$ cat config.mk
export PLATFORM = sky130hd
export DESIGN_NAME = ej1_symbol_tx
export DESIGN_NICKNAME = d
export VERILOG_FILES = /design/src/rtl/ej1_pkg.sv /design/src/rtl/ej1_bit_timer.sv /design/src/rtl/ej1_symbol_tx.sv
export SDC_FILE = /design/constraint.sdc
export NUM_CORES = 1
export LEC_CHECK = 0
export CORE_MARGIN = 2
export CORE_UTILIZATION = 45
export CTS_BUF_LIST = sky130_fd_sc_hd__clkbuf_4 sky130_fd_sc_hd__clkbuf_8
export DETAILED_ROUTE_END_ITERATION = 12
export PLACE_DENSITY = 0.69
export SLEW_MARGIN = 25
export SYNTH_ARGS = -nofsm -noshare
export SYNTH_HDL_FRONTEND = slang
export SYNTH_SLANG_ARGS = --single-unit
$ cat constraint.sdc
create_clock -name clk -period 1.95 [get_ports clk]
set_clock_uncertainty 0.05 [all_clocks]
set_input_delay 0.39 -clock clk [delete_from_list [all_inputs] [get_ports clk]]
set_output_delay 0.39 -clock clk [all_outputs]
set_load 0.03 [all_outputs]
$ cat src/rtl/ej1_pkg.sv
// Shared definitions for the ej1 serial link: FSM states, default
// symbol geometry, idle line level and the parity helper used by both
// the transmitter and the receiver's checker.
package ej1_pkg;

    typedef enum logic [1:0] {
        IDLE   = 2'd0,
        START  = 2'd1,
        DATA   = 2'd2,
        PARITY = 2'd3
    } ej1_state_e;

    localparam int unsigned SYM_W_DEF      = 2;
    localparam int unsigned SYM_W_MAX      = 8;
    localparam logic        IDLE_LEVEL_DEF = 1'b1;

    // Even-parity bit over a symbol zero-extended to SYM_W_MAX bits;
    // zero extension leaves the XOR unchanged.
    function automatic logic even_parity(input logic [SYM_W_MAX-1:0] sym);
        return ^sym;
    endfunction

endpackage

$ cat src/rtl/ej1_bit_timer.sv
// Slot timer: counts CLKS_PER_BIT clocks per serial slot.
// Ports:
//   clk, rst_n : clock and asynchronous active-low reset
//   reload     : restart the slot (asserted on every FSM state change)
//   tick       : high during the last clock of the current slot
// With CLKS_PER_BIT=1 the counter never leaves zero, so tick is constant 1.
module ej1_bit_timer #(
    parameter int unsigned CLKS_PER_BIT = 1
) (
    input  logic clk,
    input  logic rst_n,
    input  logic reload,
    output logic tick
);

    localparam int unsigned CW = $clog2(CLKS_PER_BIT + 1);

    logic [CW-1:0] cnt;

    assign tick = (cnt == CW'(CLKS_PER_BIT - 1));

    // Slot counter: wraps at the end of each slot, restarts on reload.
    always_ff @(posedge clk or negedge rst_n) begin
        if (!rst_n) begin
            cnt <= '0;
        end else if (reload || tick) begin
            cnt <= '0;
        end else begin
            cnt <= cnt + CW'(1);
        end
    end

endmodule

$ cat src/rtl/ej1_symbol_tx.sv
// Symbol transmitter: accepts a SYM_W-bit symbol over valid/ready and
// sends it as a frame START, SYM_W DATA slots (MSB first), PARITY on
// the I line, with S marking the start slot.
// Ports:
//   clk, rst_n : clock and asynchronous active-low reset
//   sym_in     : symbol to send, bit SYM_W-1 goes out first
//   in_valid   : sym_in is valid
//   in_ready   : combinational; a transfer can happen on this edge
//   I          : serial data line (registered)
//   S          : frame start strobe (registered)
//   busy       : frame in progress (registered)
module ej1_symbol_tx
    import ej1_pkg::*;
#(
    parameter int unsigned SYM_W        = SYM_W_DEF,
    parameter int unsigned CLKS_PER_BIT = 1,
    parameter logic        IDLE_LEVEL   = IDLE_LEVEL_DEF
) (
    input  logic             clk,
    input  logic             rst_n,
    input  logic [SYM_W-1:0] sym_in,
    input  logic             in_valid,
    output logic             in_ready,
    output logic             I,
    output logic             S,
    output logic             busy
);

    localparam int unsigned BW = $clog2(SYM_W + 1);

    ej1_state_e       state, state_d;
    logic [SYM_W-1:0] shreg, shreg_d;
    logic             par, par_d;
    logic [BW-1:0]    bit_idx, bit_d;
    logic             armed;
    logic             tick;
    logic             reload;
    logic             xfer;
    logic             i_d, s_d, busy_d;

    ej1_bit_timer #(
        .CLKS_PER_BIT(CLKS_PER_BIT)
    ) u_timer (
        .clk   (clk),
        .rst_n (rst_n),
        .reload(reload),
        .tick  (tick)
    );

    assign reload = (state_d != state);

    // armed delays in_ready until the first edge after reset release.
    assign in_ready = rst_n & armed &
                      ((state == IDLE) | ((state == PARITY) & tick));
    assign xfer     = in_valid & in_ready;

    // State and registered outputs.
    always_ff @(posedge clk or negedge rst_n) begin
        if (!rst_n) begin
            state   <= IDLE;
            shreg   <= '0;
            par     <= 1'b0;
            bit_idx <= '0;
            armed   <= 1'b0;
            I       <= IDLE_LEVEL;
            S       <= 1'b0;
            busy    <= 1'b0;
        end else begin
            state   <= state_d;
            shreg   <= shreg_d;
            par     <= par_d;
            bit_idx <= bit_d;
            armed   <= 1'b1;
            I       <= i_d;
            S       <= s_d;
            busy    <= busy_d;
        end
    end

    // Next state, capture and shift.
    always_comb begin
        state_d = state;
        shreg_d = shreg;
        par_d   = par;
        bit_d   = bit_idx;
        if (xfer) begin
            shreg_d = sym_in;
            par_d   = even_parity(SYM_W_MAX'(sym_in));
        end
        case (state)
            IDLE: begin
                if (xfer) state_d = START;
            end
            START: begin
                if (tick) begin
                    state_d = DATA;
                    bit_d   = '0;
                end
            end
            DATA: begin
                if (tick) begin
                    shreg_d = shreg << 1;
                    if (bit_idx == BW'(SYM_W - 1)) begin
                        state_d = PARITY;
                    end else begin
                        bit_d = bit_idx + BW'(1);
                    end
                end
            end
            PARITY: begin
                if (tick) state_d = xfer ? START : IDLE;
            end
            default: state_d = IDLE;
        endcase
    end

    // Output values for the cycle after this edge, decoded from next state.
    always_comb begin
        i_d    = IDLE_LEVEL;
        s_d    = 1'b0;
        busy_d = 1'b0;
        case (state_d)
            START: begin
                i_d    = 1'b1;
                s_d    = 1'b1;
                busy_d = 1'b1;
            end
            DATA: begin
                i_d    = shreg_d[SYM_W-1];
                busy_d = 1'b1;
            end
            PARITY: begin
                i_d    = par_d;
                busy_d = 1'b1;
            end
            default: ;
        endcase
    end

endmodule

==> results.sh, run 1 <==
export IMPL_outcome="complete, no violations"
export IMPL_antenna_cells=0
export IMPL_postRouteAntennaNets=0
export IMPL_grt_ovfl_total=0
export IMPL_route_detailed_wl_per_inst_um=11.70
export IMPL_synth_adder_area_share=0.02119
export IMPL_tns_ps=0
export IMPL_ys_ff_latch=12
export IMPL_start_util=0.4655
export IMPL_cts_max_path_buffers=2
export IMPL_wirelength_um=1006
export IMPL_die_h_um=40.23
export IMPL_fillers=112
export IMPL_worst_setup_path_end_kind="output pin"
export IMPL_rsz0062_at_grt="false"
export IMPL_grt_max_degree=13
export IMPL_postSynth_asyncResetShare=1.000
export IMPL_holdBufCountCts=0
export IMPL_maxCapViolCount=0
export IMPL_antenna_found_initial=0
export IMPL_syn_inst=57
export IMPL_critPathBufInv=1
export IMPL_grtUsageTotal=0.1663
export IMPL_synth_area_um2=590.6
export IMPL_cts_root_buf="clkbuf_4"
export IMPL_finalSetupViolCount=0
export IMPL_path_max_fanout=1
export IMPL_ys_top_cells_by_count="dfrtp_1, nand2_1, o21ai_0"
export IMPL_synth_nets=63
export IMPL_peakVddDrop_v=0.0006074
export IMPL_clkTransAtPathRegs_ps=80
export IMPL_crit_family="buffers and inverters"
export IMPL_drive_above_1_share=0.1972
export IMPL_fmax_mhz=530.1
export IMPL_yosysTopAreaCell="dfrtp_1"
export IMPL_synth_compound_area_frac=0.1441
export IMPL_crit_path_max_incr_delay_ps=650
export IMPL_path_cells="clkdlybuf4s50_1"
export IMPL_gp_congestion=0.7364
export IMPL_drcViolationCount=0
export IMPL_synth_main_ff_cell="dfrtp_1"
export IMPL_place_area_um2=709.4
export IMPL_place_hpwl_um=756
export IMPL_critPathKind="reg -> out"
export IMPL_die_w_um=40.23
export IMPL_clkLatencyLatePin_ps=270
export IMPL_total_leakage_power_nw=0.3541
export IMPL_crit_required_ps=1510
export IMPL_grt_pass1_wl_um=1759
export IMPL_syn_avg_cell_area_um2=10.36
export IMPL_synth_edf_count=0
export IMPL_hold_violations=0
export IMPL_vias=441
export IMPL_grt_pass1_vias=413
export IMPL_h_tree_depth=1
export IMPL_row_count=13
export IMPL_synth_xor_area_share=0.02966
export IMPL_synth_simple_area_share=0.1886
export IMPL_die_area_um2=1618
export IMPL_ioPinCount=9
export IMPL_post_route_min_period_ps=1887
export IMPL_slew_viol_final=0
export IMPL_hp_class="in -> async"
export IMPL_synth_top_family_by_area="simple AND/OR/NAND/NOR gates"
export IMPL_synthMuxAreaShare=0.06144
export IMPL_critPathArrivalTime_ps=1450
export IMPL_viasPerCell=5.128
export IMPL_first_iter_violations=2
export IMPL_post_cts_setup_buffer_count=0
export IMPL_critical_path_slowest_cell="clkdlybuf4s50_1"
export IMPL_fin_crit_sh=0.9675
export IMPL_synth_distinct_cells=31
export IMPL_synth_area_leaders="dfrtp_1, nand2_1, dfstp_2"
export IMPL_yosysMostFrequentCell="dfrtp_1"
export IMPL_cts_buffers=3
export IMPL_yosysSeqAreaShare=0.5106
export IMPL_start_kind="flop"
export IMPL_coreArea_um2=1269
export IMPL_area_growth_pct=26.27
export IMPL_firstDrtPassIters=2
export IMPL_yosys_warnings=0
export IMPL_cts_num_sinks=12
export IMPL_final_nets=78
export IMPL_cts_resized=0
export IMPL_post_place_ws_ps=56.53
export IMPL_tritoncts="built"
export IMPL_layout_setup_ws_ps=63.45
export IMPL_powerDensity_nw_per_um2=1482
export IMPL_fin_total_pwr_mw=1.105
export IMPL_final_cell_area_um2=745.7
export IMPL_portBuffers=8
export IMPL_synth_top_area_share=0.4661
[final timing paths]
path / start / endpoint / slack [ps] / depth (start not counted)
min in group clk: par / par / 470 / 2
min reg2reg: par / par / 470 / 2
max reg2reg: state[0] / shreg[1] / 360 / 5
max: I / I / 60 / 1
min: rst_n / bit_idx[0] / 420 / 2
max in group asynchronous: rst_n / I / 1210 / 2
[power breakdown]
part | switching (mW) | internal, mW
clock network | 0.0839 | 0.113
logic | 0.269 | 0.240
registers | 0.0522 | 0.347
[area by class of cell]
type | count | area (um^2) | share of cell area
tap | 15 | 18.77 | 0.02517
clock buffer | 4 | 36.28 | 0.04866
multi-input combinational | 41 | 270.3 | 0.3624
sequential | 12 | 301.5 | 0.4044
inverter | 1 | 3.754 | 0.005034
timing repair buffer | 13 | 115.1 | 0.1544
[placed cells by master, fill, tap and decap left out, drive strengths merged, types with 3 or more instances in the layout]
master / netlist / final
dfrtp: 11 / 11
nand2: 8 / 8
clkdlybuf4s50: 0 / 7
buf: 1 / 6
clkbuf: 2 / 4
o21ai: 3 / 3
[layer usage]
metal  wire length, um  track usage  vias up
met2               460       0.2419        9
met1               492       0.2257      205
li1                  -            -      225
met5                 0            0        -
met3                37      0.05000        2
met4                17      0.07500        0
[cell families (layout without fill, tap and decap cells)]
kind of cell               Yosys count  count (layout)
and+or+nand+nor                     22              22
DFF                                 12              12
AOI/OAI and AO/OA                   11              11
buffers and inverters                4              18
muxes                                3               3
other                                2               2
xor gates and xnor gates             2               2
adders and majority gates            1               1
[state kept, by name, indices dropped and copies added (netlist names)]
register and count:
bit_idx 2, shreg 2, state 2, I 1, S 1, armed 1
busy 1, par 1, u_timer.cnt 1
[through the flow]
stage,hold slack [ps],instances,utilization
after floorplan,44.41,57,-
after CTS,421.9,86,0.5878
after global placement,458.9,82,0.5592
after detailed placement,460.7,82,0.5592
final,417.8,86,0.5878
after global routing,462.7,86,0.5878
No activity file was read; power rests on OpenSTA's default activity.
==> run 2: changes to the inputs <==
Settings changed: GPL_TIMING_DRIVEN set to 0, REMOVE_ABC_BUFFERS set to 1.
==> run 2 against run 1 <==
Count of clock-buffer cells in the layout unchanged. Non-clock buffer count up 1. Global-route usage down 0.76 points. Sequential power up 3%. Power up 2.0%. Critical endpoint unchanged. Largest power group unchanged.
==> results.sh, run 2 (same netlist as run 1, synthesis figures left out) <==
export IMPL_coreArea_um2=1269
export IMPL_drive_above_1_share=0.2500
export IMPL_maxCapViolCount=0
export IMPL_ioPinCount=9
export IMPL_path_cells="clkdlybuf4s50_1"
export IMPL_final_cell_area_um2=752.0
export IMPL_post_place_ws_ps=-657.4
export IMPL_clkLatencyLatePin_ps=280
export IMPL_cts_max_path_buffers=2
export IMPL_area_growth_pct=27.33
export IMPL_reg_largest_list="bit_idx: 2 flops, shreg: 2 flops, state: 2 flops"
export IMPL_cts_root_buf="clkbuf_4"
export IMPL_r2r_start="state[0]"
export IMPL_layout_common_cells="dfrtp_1, nand2_1, clkdlybuf4s50_1, buf_4"
export IMPL_path_max_fanout=1
export IMPL_drcViolationCount=0
export IMPL_grtUsageTotal=0.1587
export IMPL_tightestPinTransition_ps=495.2
export IMPL_post_route_min_period_ps=1888
export IMPL_fmax_mhz=529.7
export IMPL_finalSetupViolCount=0
export IMPL_row_count=13
export IMPL_critPathBufInv=1
export IMPL_maxSlewHeadroom=0.6688
export IMPL_place_area_um2=674.4
export IMPL_critPathKind="reg -> out"
export IMPL_fin_total_pwr_mw=1.127
export IMPL_final_nets=79
export IMPL_start_util=0.4655
export IMPL_wirelength_um=1064
export IMPL_cp_startpoint="I"
export IMPL_postRouteAntennaNets=0
export IMPL_antenna_cells=0
export IMPL_tritoncts="built"
export IMPL_total_leakage_power_nw=0.3560
export IMPL_firstDrtPassIters=4
export IMPL_grt_ovfl_total=0
export IMPL_h_tree_depth=1
export IMPL_layout_setup_ws_ps=62.16
export IMPL_crit_path_max_incr_delay_ps=650
export IMPL_grt_pass1_vias=407
export IMPL_crit_required_ps=1510
export IMPL_cts_buffers=3
export IMPL_cts_num_sinks=12
export IMPL_hold_violations=0
export IMPL_critPathArrivalTime_ps=1450
export IMPL_hp_class="in -> async"
export IMPL_antenna_found_initial=0
export IMPL_worst_setup_path_end_kind="output pin"
export IMPL_outcome="complete, no violations"
export IMPL_gp_congestion=0.7519
export IMPL_die_area_um2=1618
export IMPL_critical_path_slowest_cell="clkdlybuf4s50_1"
export IMPL_die_h_um=40.23
export IMPL_rsz0062_at_grt="false"
export IMPL_grt_pass1_wl_um=1607
export IMPL_die_w_um=40.23
export IMPL_powerDensity_nw_per_um2=1499
export IMPL_crit_family="buffers and inverters"
export IMPL_slew_viol_final=0
export IMPL_clkTransAtPathRegs_ps=80
export IMPL_fin_crit_sh=0.9681
export IMPL_peakVddDrop_v=0.0006566
export IMPL_portBuffers=8
export IMPL_first_iter_violations=6
export IMPL_hold_slack_ps=25.24
export IMPL_start_kind="flop"
export IMPL_route_detailed_wl_per_inst_um=12.23
export IMPL_place_hpwl_um=655.5
export IMPL_vias=457
export IMPL_viasPerCell=5.253
export IMPL_grt_max_degree=15
export IMPL_utilization=0.5927
run 2: cell types whose count changed in the layout (fill, tap and decap cells not counted):
cell / before / now
dfrtp_2: 0 / 3
dlygate4sd3_1: 0 / 1
buf_2: 0 / 1
buf_4: 6 / 5
clkbuf_2: 0 / 1
clkdlybuf4s50_1: 7 / 6
dfrtp_1: 11 / 8
run 2: per-stage QoR:
step	TNS (ps)	std cells
3_5_place_dp	-1225	77
5_1_grt	0	87
4_1_cts	0	84
3_3_place_gp	-1215	77
6_report	0	87
2_1_floorplan	0	54
run 2: power by group:
| part | switching (mW) | internal (mW) | total [mW] |
|---|---|---|---|
| combinational | 0.262 | 0.247 | 0.509 |
| sequential | 0.0610 | 0.351 | 0.412 |
| clock | 0.0922 | 0.114 | 0.206 |
| total | 0.416 | 0.711 | 1.13 |
run 2: repair_timing:
| action | in CTS | in global routing |
|---|---|---|
| cloned | 0 | 0 |
| setup endpoints to repair | 2 | 1 |
| hold buffers | 0 | 1 |
| buffers inserted | 3 | 2 |
| endpoints found under the hold margin | 0 | 11 |
| resized for setup | 9 | 2 |
run 2: final timing paths:
path | end | slack, ps | cells after the start
max | I | 60 | 1
min | I | 30 | 1
max reg2reg | shreg[1] | 310 | 4
min reg2reg | par | 480 | 2
max in group asynchronous | state[1] | 880 | 2
min in group clk | par | 480 | 2
run 2: final cells by class:
class / instances / area (um^2)
inverter: 1 / 3.754
sequential: 12 / 305.3
fill: 125 / 516.7
clock buffer: 4 / 36.28
multi-input combinational: 41 / 270.3
timing repair buffer: 14 / 117.6
tap: 15 / 18.77
run 2: routing by layer:
metal / share of wire / global-route usage
met1: 0.47 / 0.1789
met4: 0.044 / 0.1583
met3: 0.031 / 0.01667
met2: 0.45 / 0.2540
met5: 0 / 0
==> run 3: changes to the inputs <==
Settings changed: CORE_MARGIN 2 to unset.
==> run 3 against run 2 <==
Core utilization rose by 3.9 points. Sequential share of layout area rose by 1.2 points. Global-route usage up 3.4 points. Largest cell class unchanged. Power down 0.96%. Highest routed layer is now met3. Die area shrank 9.7%. Final area decreased by 2.8%. Sequential power grew 3%. First-iteration DRC count up 120%. Via count is 3.9% lower. Combinational power fell by 2%.
==> results.sh, run 3 (same netlist as run 1, synthesis figures left out) <==
export IMPL_firstDrtPassIters=4
export IMPL_wirelength_um=1068
export IMPL_final_cell_area_um2=730.7
export IMPL_ioPinCount=9
export IMPL_hold_violations=0
export IMPL_cts_max_path_buffers=2
export IMPL_maxSlewHeadroom=0.6356
export IMPL_crit_path_max_incr_delay_ps=660
export IMPL_area_growth_pct=23.73
export IMPL_fmax_mhz=530.8
export IMPL_path_max_fanout=1
export IMPL_place_hpwl_um=639.9
export IMPL_row_count=12
export IMPL_crit_required_ps=1510
export IMPL_grt_ovfl_total=0
export IMPL_portBuffers=8
export IMPL_cell_internal_pwr_uw=707.7
export IMPL_antenna_cells=0
export IMPL_worst_setup_path_end_kind="output pin"
export IMPL_critPathBufInv=1
export IMPL_maxCapViolCount=0
export IMPL_utilization=0.6320
export IMPL_tightestPinTransition_ps=546.7
export IMPL_die_w_um=38.23
export IMPL_layout_setup_ws_ps=65.89
export IMPL_cts_buffers=3
export IMPL_p_sw_frac=0.3660
export IMPL_holdBufCountCts=0
export IMPL_hp_class="in -> async"
export IMPL_slew_viol_final=0
export IMPL_post_route_min_period_ps=1884
export IMPL_cts_root_buf="clkbuf_4"
export IMPL_grt_pass1_wl_um=1807
export IMPL_seqPwrFrac=0.381
export IMPL_layout_common_cells="dfrtp_1, nand2_1, clkdlybuf4s50_1"
export IMPL_critPathKind="reg -> out"
export IMPL_total_leakage_power_nw=0.3426
export IMPL_peakVddDrop_v=0.0008409
export IMPL_first_iter_violations=13
export IMPL_fin_crit_sh=0.9662
export IMPL_fillers=96
export IMPL_grtUsageTotal=0.1923
export IMPL_postRouteAntennaNets=0
export IMPL_finalSetupViolCount=0
export IMPL_p_comb_frac=0.447
export IMPL_fin_total_pwr_mw=1.116
export IMPL_critical_path_slowest_cell="clkdlybuf4s50_1"
export IMPL_outcome="complete, no violations"
export IMPL_final_nets=76
export IMPL_crit_family="buffers and inverters"
export IMPL_start_util=0.5108
export IMPL_antenna_found_initial=0
export IMPL_vias=439
export IMPL_critPathArrivalTime_ps=1440
export IMPL_powerDensity_nw_per_um2=1528
export IMPL_grt_max_degree=15
export IMPL_rsz0062_at_grt="false"
export IMPL_path_cells="clkdlybuf4s50_1"
export IMPL_die_h_um=38.23
export IMPL_gp_congestion=0.7265
export IMPL_coreArea_um2=1156
export IMPL_viasPerCell=5.289
export IMPL_pwr_share_clk=0.172
export IMPL_route_detailed_wl_per_inst_um=12.87
export IMPL_drcViolationCount=0
export IMPL_drive_above_1_share=0.2174
export IMPL_clkLatencyLatePin_ps=270
export IMPL_reg_largest_list="bit_idx: 2 flops, shreg: 2 flops, state: 2 flops"
export IMPL_grt_pass1_vias=416
export IMPL_h_tree_depth=1
export IMPL_post_place_ws_ps=-652.2
export IMPL_die_area_um2=1461
export IMPL_clkTransAtPathRegs_ps=70
export IMPL_cts_num_sinks=12
export IMPL_tritoncts="built"
export IMPL_place_area_um2=673.1
export IMPL_netSwitchingPower_uw=408.5
export IMPL_start_kind="flop"
export IMPL_tns_ps=0
==> run 3: cell types whose count changed in the layout (fill, tap and decap cells not counted) <==
| cell | before | now |
|---|---|---|
| dlygate4sd3_1 | 1 | 0 |
| clkdlybuf4s15_1 | 0 | 1 |
| buf_4 | 5 | 3 |
| clkbuf_2 | 1 | 0 |
==> run 3: metrics by stage <==
step / hold slack [ps] / instances
after global placement: 446.2 / 76
after global routing: 162.5 / 83
after floorplan: 44.41 / 54
after detailed placement: 449.4 / 76
final: 121.0 / 83
after CTS: 164.2 / 82
==> run 3: final timing paths <==
| kind | from | to | slack [ps] | depth (start not counted) |
|---|---|---|---|---|
| hold / removal | rst_n | S | 120 | 1 |
| setup reg to reg | state[1] | shreg[1] | 270 | 4 |
| hold reg to reg | par | par | 460 | 2 |
| min in group clk | par | par | 460 | 2 |
| setup / recovery | I | I | 70 | 1 |
| max in group asynchronous | rst_n | u_timer.cnt | 1330 | 1 |
==> run 3: cell type report <==
| type | count | area, um^2 | area share |
|---|---|---|---|
| multi-input cells | 41 | 270.3 | 0.3699 |
| clock buffers | 4 | 36.28 | 0.04966 |
| inverters | 1 | 3.754 | 0.005137 |
| flip-flops and latches | 12 | 305.3 | 0.4178 |
| well taps | 14 | 17.52 | 0.02397 |
| repair buffers | 11 | 97.59 | 0.1336 |
==> run 3: what timing repair did <==
action,4_1_cts,5_1_grt
buffers inserted,2,1
gates resized for setup,8,2
endpoints found under the setup margin,2,2
==> run 3: per-layer routing <==
layer	vias up	global-route usage	share of wire
met5	-	0	0
met4	0	0.08929	0
met3	0	0.08721	0.060
met2	13	0.2966	0.48
met1	208	0.2261	0.46
li1	218	-	-
==> run 3: power by group through the flow <==
stage                     logic (mW)  registers [mW]  clock network [mW]
after CTS                      0.465           0.431               0.201
after global placement         0.407           0.452                   0
after global routing           0.545           0.440               0.213
final                          0.499           0.425               0.192
after floorplan                0.255           0.483                   0
after detailed placement       0.416           0.452                   0
